**src/rtl/clb_multi_ble_if.sv**
```systemverilog
// clb_multi_ble_if: configuration scan and logic I/O bundle of one CLB tile
interface clb_multi_ble_if #(
  parameter int I = 10,
  parameter int N = 4
);
  logic scan_in;
  logic scan_en;
  logic cfg_commit;
  logic [I-1:0] clb_in;
  logic [N-1:0] out;
  logic scan_out;
  logic cfg_valid;
  logic cfg_err;
  modport master(
    output scan_in, scan_en, cfg_commit, clb_in,
    input out, scan_out, cfg_valid, cfg_err
  );
  modport slave(
    input scan_in, scan_en, cfg_commit, clb_in,
    output out, scan_out, cfg_valid, cfg_err
  );
endinterface

```
**src/rtl/clb_multi_ble.sv**
```systemverilog
// clb_multi_ble: N K-LUT BLEs behind a full crossbar, with a shadow scan chain committed atomically
module clb_multi_ble #(
  parameter int K = 4,
  parameter int N = 4,
  parameter int I = 10,
  parameter int SEL_W = 4
) (
  input logic clk,
  input logic reset,
  clb_multi_ble_if.slave bus
);
  localparam int LUT_BITS = 1 << K;
  localparam int BLE_BITS = LUT_BITS + K * SEL_W + 1;
  localparam int CFG_BITS = N * BLE_BITS;
  localparam int CNT_W = $clog2(CFG_BITS + 1);
  localparam logic [CNT_W-1:0] CNT_MAX = CNT_W'(CFG_BITS);
  logic [CFG_BITS-1:0] shadow, active;
  logic [CNT_W-1:0] cnt;
  logic [N-1:0] ff, lut_out, mode;
  logic [(1<<SEL_W)-1:0] src;
  logic valid, err, full, accept, reject;
  assign full = cnt == CNT_MAX;
  assign accept = bus.cfg_commit && !bus.scan_en && full;
  assign reject = bus.cfg_commit && !accept;
  // Feedback comes from ff only, so the crossbar can never close a combinational loop
  always_comb begin
    src = '0;
    src[I-1:0] = bus.clb_in;
    src[I+N-1:I] = ff;
  end
  for (genvar j = 0; j < N; j++) begin : g_ble
    logic [K-1:0] idx;
    logic [LUT_BITS-1:0] lut;
    always_comb
      for (int k = 0; k < K; k++)
        idx[k] = src[active[j*BLE_BITS+LUT_BITS+k*SEL_W +: SEL_W]];
    assign lut = active[j*BLE_BITS +: LUT_BITS];
    assign lut_out[j] = lut[idx];
    assign mode[j] = active[j*BLE_BITS+BLE_BITS-1];
  end
  always_ff @(posedge clk or posedge reset)
    if (reset) begin
      shadow <= '0;
      active <= '0;
      cnt <= '0;
      ff <= '0;
      valid <= 1'b0;
      err <= 1'b0;
    end else begin
      if (bus.scan_en) begin
        shadow <= {shadow[CFG_BITS-2:0], bus.scan_in};
        if (!full) cnt <= cnt + 1'b1;
      end
      err <= reject;
      if (accept) begin
        active <= shadow;
        valid <= 1'b1;
        cnt <= '0;
        ff <= '0;
      end else ff <= valid ? lut_out : '0;
    end
  assign bus.out = valid ? (mode & lut_out | ~mode & ff) : '0;
  assign bus.scan_out = shadow[CFG_BITS-1];
  assign bus.cfg_valid = valid;
  assign bus.cfg_err = err;
endmodule
```
**src/flat_wrapper.sv**
```systemverilog
// flat-port wrapper written by rule: the top's interface ports become plain ports
module clb_multi_ble_flat 
#(
  parameter int K = 4,
  parameter int N = 4,
  parameter int I = 10,
  parameter int SEL_W = 4
)
  (clk, reset, bus_scan_in, bus_scan_en, bus_cfg_commit, bus_clb_in, bus_out, bus_scan_out, bus_cfg_valid, bus_cfg_err);
  clb_multi_ble_if #(.I(I), .N(N)) bus_i ();
  input logic clk;
  input logic reset;
  input wire logic [$bits(bus_i.scan_in)-1:0] bus_scan_in;
  input wire logic [$bits(bus_i.scan_en)-1:0] bus_scan_en;
  input wire logic [$bits(bus_i.cfg_commit)-1:0] bus_cfg_commit;
  input wire logic [$bits(bus_i.clb_in)-1:0] bus_clb_in;
  output wire logic [$bits(bus_i.out)-1:0] bus_out;
  output wire logic [$bits(bus_i.scan_out)-1:0] bus_scan_out;
  output wire logic [$bits(bus_i.cfg_valid)-1:0] bus_cfg_valid;
  output wire logic [$bits(bus_i.cfg_err)-1:0] bus_cfg_err;
  assign bus_i.scan_in = bus_scan_in;
  assign bus_i.scan_en = bus_scan_en;
  assign bus_i.cfg_commit = bus_cfg_commit;
  assign bus_i.clb_in = bus_clb_in;
  assign bus_out = bus_i.out;
  assign bus_scan_out = bus_i.scan_out;
  assign bus_cfg_valid = bus_i.cfg_valid;
  assign bus_cfg_err = bus_i.cfg_err;
  clb_multi_ble #(.K(K), .N(N), .I(I), .SEL_W(SEL_W)) u_core (.clk(clk), .reset(reset), .bus(bus_i));
endmodule
```
**config.mk**
```make
export PLATFORM = sky130hd
export DESIGN_NAME = clb_multi_ble_flat
export DESIGN_NICKNAME = d
export VERILOG_FILES = /design/src/rtl/clb_multi_ble_if.sv /design/src/rtl/clb_multi_ble.sv /design/src/flat_wrapper.sv
export SDC_FILE = /design/constraint.sdc
export NUM_CORES = 1
export LEC_CHECK = 0
export ABC_AREA = 1
export CORE_MARGIN = 2
export CORE_UTILIZATION = 35
export DETAILED_ROUTE_END_ITERATION = 16
export DONT_BUFFER_PORTS = 1
export PLACE_DENSITY = 0.61
export SETUP_SLACK_MARGIN = 0.05
export SLEW_MARGIN = 40
export SYNTH_ARGS = -nofsm -noshare
export SYNTH_HDL_FRONTEND = slang
export SYNTH_SLANG_ARGS = --single-unit
```
**constraint.sdc**
```tcl
create_clock -name clk -period 11.2 [get_ports clk]
set_input_delay 1.68 -clock clk [delete_from_list [all_inputs] [get_ports clk]]
set_output_delay 1.68 -clock clk [all_outputs]
set_load 0.02 [all_outputs]
```
## Word level (Yosys, flattened, before mapping)

Index checks and enable logic that the tools add are counted.

- Latch bits: 0
- Bits in registers: 278
- Memories kept: 0
- Bits in read-only memories: 0
- Memory bits (writable): 0
- Input bits: 15

- $mul: 0
- Divide/modulo/power cells: 0
- Reductions and logical operators: 7
- Bitwise gates (word level): 4
- Add/sub/neg operators: 1
- Multiplexer cells: 46
- Shift operators: 0
- Eq/ne operators: 2
- $lt $le $gt $ge: 20

Operators with widths:

| cell | number |
|---|---|
| $lt 4x5->1 const B | 20 |
| $bmux 1 s4 | 20 |
| $mux 8 | 3 |
| $mux 1 | 20 |
| $mux 4 | 3 |
| $add 8x1->8 const B | 1 |
| $and 4x4->4 | 2 |
| $eq 8x8->1 const B | 1 |
| $not 4->4 | 1 |
| $or 4x4->4 | 1 |
| $logic_and 1x1->1 | 3 |
| $logic_not 1->1 | 2 |
| $ne 2x2->1 const B | 1 |
| $reduce_and 2->1 | 1 |
| $reduce_bool 2->1 | 1 |

## Logic depth before layout (Yosys ltp)

Gate-level depths: netlist of run 1.

- Depth after elaboration: 7
- Depth in mapped cells: 15
- Gate-level depth less buffers: 14

## Least setup slack after synthesis of run 1

OpenSTA, ideal clock, no wires.

- Path type: input to output
- Start: input bus_clb_in[8]
- End: output bus_out[0]
- Buffers on the path: 1
- Arrival: 3.029 ns
- Cell stages on the path: 14
- Setup slack: 6.491 ns
- Cells stage by stage: buf_4 inv_2 nand2_1 nand3_1 nand2_1 nand2_1 nand2_1 nand2_2 nand3_1 nand3_1 nand3_1 nand3_1 nand2_1 a21oi_1

- Cells in the longest elaborated chain, start to end: 7
- Elaborated cells between the ends (all ways): 13

RTL lines:

| element | RTL line | source |
|---|---|---|
| start: declaration | flat_wrapper.sv:16 | `input wire logic [$bits(bus_i.clb_in)-1:0] bus_clb_in;` |
| $bmux 1 s4 | clb_multi_ble.sv:36 | `idx[k] = src[active[j*BLE_BITS+LUT_BITS+k*SEL_W +: SEL_W]];` |
| $mux 1 (not written as such) | clb_multi_ble.sv:36 |  |
| $bmux 1 s4 (*) | clb_multi_ble.sv:38 | `assign lut_out[j] = lut[idx];` |
| $mux 1 (not written as such) (*) | clb_multi_ble.sv:38 |  |
| $and 4x4->4 (*) | clb_multi_ble.sv:62 | `assign bus.out = valid ? (mode & lut_out \| ~mode & ff) : '0;` |
| $or 4x4->4 (*) | clb_multi_ble.sv:62 |  |
| $mux 4 (*) | clb_multi_ble.sv:62 |  |
| end: declaration | flat_wrapper.sv:17 | `output wire logic [$bits(bus_i.out)-1:0] bus_out;` |

Mark *: on every way between the ends. The rest lies on a longest branch, timed or not. The select of a mux whose other input is x is not followed.

## Worst setup path after layout of run 1

- Start: input bus_clb_in[1]
- End: output bus_out[0]

The elaborated chain is that of the path after synthesis.

==> results of run 1 <==
[routing by layer]
layer  global-route usage [%]  routed length [um]  vias up
met5                        0                   0        -
met4                     3.81                 634        0
met3                     2.80                1550       45
met2                     24.2               13300      212
met1                     21.9               14400     4987
li1                         -                   -     5323
[power groups by stage]
stage                     clock, mW  sequential, mW  combinational, mW
final                          1.05            1.62               1.37
after detailed placement          0            1.64               1.37
after floorplan                   0            1.49               1.19
after global routing           1.12            1.67               1.59
after global placement            0            1.63               1.34
after CTS                      1.07            1.62               1.38
[worst min-delay path: cells and delay by family (launching register included)]
family,cells,cell delay (ns)
AND/OR/NAND/NOR,1,0.05
AO/OA/AOI/OAI,1,0.06
flip-flops,1,0.34
[layout by cell type, fill, tap and decap left out, types with 23 or more instances in the layout]
master,count
nor2_1,27
inv_1,208
dfrtp_1,278
nand3_1,154
o21ai_0,273
a21oi_1,48
o211ai_1,23
nand2_1,431
clkbuf_16,31
o21ai_1,54
[path summary, 6_finish.rpt]
path                              startpoint            endpoint  slack (ns)  depth (start not counted)
min in group asynchronous              reset   u_core.shadow[75]        1.05                          1
max reg2reg                    u_core.cnt[0]  u_core.active[111]        8.67                          8
max in group asynchronous              reset  u_core.shadow[110]        8.91                          3
min reg2reg                u_core.shadow[41]   u_core.shadow[42]        0.47                          2
min                        u_core.shadow[41]   u_core.shadow[42]        0.47                          2
max                            bus_clb_in[1]          bus_out[0]        5.97                         11
[state kept, by name (all words and copies together) (netlist names)]
name                  flops
u_core.active           132
u_core.bus.cfg_err        1
u_core.ff                 4
u_core.bus.cfg_valid      1
u_core.cnt                8
u_core.shadow           132
[logic make-up after synthesis]
kind of cell	synth area share, %
fa+ha+maj	0.187
simple gates	22.2
xor+xnor	0.131
flops	51.9
buf+inv	9.52
compound gates	16.0
[final cells by class]
cell class,instances,area (um2)
Inverter,226,861
Clock inverter,9,151
Timing Repair Buffer,4,70.1
Fill cell,3828,22900
Tap cell,511,639
Multi-Input combinational cell,1082,5180
Clock buffer,44,905
Sequential cell,278,6960
[metrics by stage]
step | std cells | hold WS (ns) | util [%] | total power [mW] | worst slack (ns)
floorplan | 1673 | 0.450 | - | 2.69 | 1.85
global placement | 2100 | 0.462 | 36.3 | 2.97 | 6.03
detailed placement | 2100 | 0.465 | 36.3 | 3.01 | 5.99
CTS | 2153 | 0.474 | 39.1 | 4.08 | 5.99
global route | 2154 | 0.504 | 39.2 | 4.38 | 5.80
finish | 2154 | 0.467 | 39.2 | 4.05 | 5.97
==> summary.md, run 1 <==
| Metric | Value |
|---|---|
| Most frequent cell after synthesis | nand2_1 |
| Setup violators final | 0 |
| Final Hold Fails | 0 |
| DR WL/cell | 13.9 um |
| Status | complete, no violations |
| Iter 0 DRT Violations | 809 |
| Crit path kind | input pin to output pin |
| Sw frac | 38.9% |
| Post-synthesis sequential area ratio | 51.9% |
| FF+latch count, synth | 278 |
| Combinational power share | between 30% and 40% |
| Root Driver | clkbuf_16 |
| RSZ-0062 raised after global routing | no |
| CTS tree | yes |
| Critical-path top delay cell | a21oi_1 |
| Gr ovfl total | 0 |
| Top cells by area, synth | dfrtp_1 52%, nand2_1 12%, o21ai_0 10%, inv_1 5.9%, nand3_1 5.7% |
| Max clock buf depth | 3 |
| Int Pwr | around 2.5 mW |
| Worst EP arrival | 3.55 ns |
| ANT cells | 0 |
| Crit Path Max Fanout | 14 |
| Die footprint | around 40000 um2 |
| Vias | 10600 |
| Worst hold path class | flip-flop to flip-flop |
| Largest net degree at the start of global routing | 268 |
| Switching Power | ~1.6 mW |
| Dpl cell area | 13700 um2 |
| Hold_buf cts | 0 |
| First-pass GRT wire length | between 50 and 60 mm |
| Seq pwr share | between 40% and 50% |
| CP delay by family, top | compound AO/OA/AOI/OAI gates |
| Syn_nets | 1690 |
| Synth Warn # | 0 |
| GRT Total Usage | 15.4% |
| Vias in the first global route | 9782 |
| CP Launch Type | input pin |
| Most numerous cell on the critical path | nand3_1 |
| Setup bufs post-CTS | 0 |
| Initial Util | 35.6% |
| Clock power share | 25.9% |
| Power per cell area | 274 nW/um2 |
| Tmin final | 5.23 ns |
| Count of different cell masters after synthesis | 34 |
| Max-cap violations | 0 |
| Commonest cells post-synth | 431 x nand2_1, 278 x dfrtp_1, 273 x o21ai_0 |
| Post-route DRC | 0 |
| Number of synthesized flops with an enable pin | 0 |
| Avg Cell Area, Syn | between 8 and 9 um2 |
| Max Clock Freq | 191 MHz |
| Peak VDD IR | just over 0.09 mV |
| Clk Latency, worst-skew pair | approximately 0.56 ns |
| Max_slew headroom | 48.4% |
| Async SR Flop Fraction | 100% |
| CTS H-Tree Depth | 1 |
| Area grow syn2layout | 10.1% |
| Initial antenna violation count | 0 |
| Site Rows | 71 |
| Clock skew | ~0.022 ns |
| Crit path cell chain | inv_1 > o21ai_0 > nand3_1 > nand3_1 > nand2_1 > inv_1 > nand3_1 > nand3_1 > nand3_1 > nand2_1 > a21oi_1 |
| Core box area | 37700 um2 |
| Worst setup EP type | output pin |
| Post-route cell area | 14800 um2 |
| Req. time, crit path | ~9.5 ns |
| Dpl hpwl | 18.9 mm |
| DRT Pass-1 Iters | 6 |
| Top Ports | 22 |
| Pleak | 6.57 nW |
| Die W | 200 um |
| Synth area leader | dfrtp_1 |
| Chip Height | 200 um |
| Final worst path period share | 46.7% |
| Post-synthesis cell count | 1673 |
| Final WL | between 20 and 30 mm |
| Layout cell share with drive strength beyond 1 | 6.76% |
| CTS Buf Count | 31 |
| Worst-path clk slew | 0.06 ns |
| Syn Std Cell Area | 13400 um2 |
| TNS Setup | 0 ns |
| Ys flop type | dfrtp_1 |
| Port Buffer Count | 0 |
| Clock sinks | 278 |
| Worst Tran Pin Value | between 0.7 and 0.8 ns |
| Final antenna-violating net count | 0 |
| Share of the synthesized area in the top cell type | around half |
| Post_cts resized | 0 |
| Pins Over Slew Limit | 0 |
| CP bufs+invs | 2 |
| Via-per-instance ratio | ~4.9 |
| Layout Nets | 1640 |
| Slowest stage delay, CP | 0.55 ns |
| Gpl congestion | a little over 0.8 |
Note: power is estimated with default switching activity, not from simulation.
==> inputs of run 2 (changes only) <==
- clock period: 11.2 -> 5.19 ns (I/O delays scaled with it)
==> run 2 against run 1 <==
Clock skew shrank 0.0097 ns. Critical path type is now flip-flop to output pin. Via count grew 1.4%. Routed wire length grew 3.9%. Sequential power grew 120%. Worst setup slack lost 4.6 ns. Critical path depth is the same. First-iteration DRC count grew 23%.
==> summary.md, run 2 (same netlist as run 1, synthesis figures left out) <==
| Metric | Value |
|---|---|
| Gr ovfl total | 0 (unchanged) |
| Peak VDD IR | 0.255 mV (+170%) |
| Post_cts resized | 0 (unchanged) |
| Setup bufs post-CTS | 0 (unchanged) |
| Post-route cell area | 14800 um2 (+0.13%) |
| Leading registers by flop count | u_core.active (132), u_core.shadow (132), u_core.cnt (8) |
| Final antenna-violating net count | 0 (unchanged) |
| Power per cell area | 588 nW/um2 (+110%) |
| First-pass GRT wire length | 52.2 mm (+3.7%) |
| Worst setup EP type | output pin |
| Footprint of the multi-input gates | 5180 um2 (unchanged) |
| WHS | 0.180 ns (-0.287 ns) |
| Chip Height | 200 um (unchanged) |
| Final core utilization | 39.2% (+0.050 points) |
| Tmin final | 3.79 ns |
| CTS tree | yes |
| Dpl hpwl | 19.8 mm (+4.5%) |
| Largest net degree at the start of global routing | 268 (unchanged) |
| Site Rows | 71 (unchanged) |
| Max_slew headroom | 53.0% (+4.6 points) |
| GRT Total Usage | 16.0% (+0.66 points) |
| DR WL/cell | 14.4 um (+3.5%) |
| Dpl cell area | 13700 um2 (+0.43%) |
| Final Hold Fails | 0 (unchanged) |
| Pleak | 6.59 nW (+0.35%) |
| CTS Buf Count | 31 (unchanged) |
| Worst Tran Pin Value | 0.705 ns (-0.0688 ns) |
| Die W | 200 um (unchanged) |
| Initial Util | 35.6% (unchanged) |
| Initial antenna violation count | 0 (unchanged) |
| CP Launch Type | flip-flop |
| Worst R2R Start | u_core.ff[2] |
| Final WL | 31.1 mm (+3.9%) |
| Final worst path period share | about three quarters |
| Clock skew | 0.0122 ns (-0.00972 ns) |
| Worst-path clk slew | 0.06 ns (about the same) |
| Max clock buf depth | 3 (unchanged) |
| DRT Pass-1 Iters | 7 (+1) |
| Crit path kind | flip-flop to output pin |
| RSZ-0062 raised after global routing | no |
| Critical-path top delay cell | inv_1 |
| Register area | 6960 um2 (unchanged) |
| Clk Latency, worst-skew pair | 0.56 ns (about the same) |
| Max-cap violations | 0 (unchanged) |
| Worst Setup SP | u_core.ff[0] |
| Crit path cell chain | inv_1 > o21ai_0 > nand3_1 > nand3_1 > nand2_1 > inv_1 > nand3_1 > nand3_1 > nand3_1 > nand2_1 > a21oi_1 |
| Die footprint | 39900 um2 (unchanged) |
| Gpl congestion | 0.842 (+2.4%) |
| ANT cells | 0 (unchanged) |
| Pins Over Slew Limit | 0 (unchanged) |
| Most numerous cell on the critical path | nand3_1 |
| TNS Setup | 0 ns (unchanged) |
| Vias in the first global route | 10200 (+4.5%) |
| Most frequent cells in the layout | 431 x nand2_1, 278 x dfrtp_1, 273 x o21ai_0, 208 x inv_1, 154 x nand3_1 |
| Fillcell total | 3858 (+0.78%) |
| Vias | 10700 (+1.4%) |
| Slowest stage delay, CP | 0.52 ns (-0.03 ns) |
| Via-per-instance ratio | 4.96 (+1.0%) |
| Max Clock Freq | 264 MHz |
| Root Driver | clkbuf_16 |
| Top Ports | 22 (unchanged) |
| Iter 0 DRT Violations | 993 (+23%) |
| Core box area | 37700 um2 (unchanged) |
| Status | complete, no violations |
| Area grow syn2layout | 10.3% |
| Port Buffer Count | 0 (unchanged) |
| Hold_buf cts | 0 (unchanged) |
| CTS H-Tree Depth | 1 (unchanged) |
| Commonest non-fill, non-tap cell in the layout | nand2_1 |
| Clock sinks | 278 (unchanged) |
| Tot Pwr | 8.69 mW (+110%) |
| Post-route DRC | 0 (unchanged) |
| Layout cell share with drive strength beyond 1 | 7.15% (+0.39 points) |
| Layout Nets | 1644 (+0.24%) |
| Worst hold path class | input pin to asynchronous set/reset pin |
| Req. time, crit path | 4.41 ns (-5.11 ns) |
| Setup violators final | 0 (unchanged) |
| Worst EP arrival | 3.01 ns (-0.54 ns) |
| Crit Path Max Fanout | 16 (+2) |
==> run 2: critical path, delay by kind of cell, from the launching register on <==
| kind | cells | cell delay [ns] |
|---|---|---|
| AO/OA/AOI/OAI | 2 | 0.64 |
| buffers and inverters | 2 | 0.66 |
| flip-flops | 1 | 0.40 |
| AND/OR/NAND/NOR | 7 | 0.74 |
==> run 2: routing by layer <==
layer | global-route usage (%) | part of all wire (%) | wire length, um
met2 | 24.7 | 43 | 13500
met1 | 23.2 | 48 | 14800
met4 | 4.72 | 2.6 | 809
met3 | 2.60 | 6.4 | 1980
met5 | 0 | 0 | 0
==> run 2: report_power, final <==
group	switching [mW]	total, mW	internal, mW
clock network	0.880	2.18	1.30
registers	0.688	3.52	2.84
logic	1.88	2.99	1.10
total	3.45	8.69	5.24
==> run 2: cell type report <==
| type | instances | area share [%] |
|---|---|---|
| Sequential cell | 278 | 47.1 |
| Tap cell | 511 | 4.33 |
| Timing Repair Buffer | 8 | 0.931 |
| Multi-Input combinational cell | 1082 | 35.0 |
| Inverter | 226 | 5.76 |
| Clock inverter | 16 | 1.10 |
| Clock buffer | 41 | 5.77 |
==> run 2: path summary, 6_finish.rpt <==
| kind | end | slack [ns] | cells past startpoint |
|---|---|---|---|
| max reg2reg | u_core.ff[1] | 2.95 | 14 |
| min | u_core.shadow[69] | 0.18 | 2 |
| max | bus_out[0] | 1.40 | 11 |
| min reg2reg | u_core.shadow[13] | 0.48 | 2 |
| min in group clk | u_core.bus.cfg_err | 0.33 | 2 |
| max in group asynchronous | u_core.shadow[39] | 4.16 | 3 |
==> run 2: through the flow <==
stage / cells / setup slack (ns)
finish: 2162 / 1.40
global route: 2162 / 1.14
CTS: 2161 / 1.39
detailed placement: 2104 / 1.78
global placement: 2102 / 1.84
floorplan: 1673 / 0.732
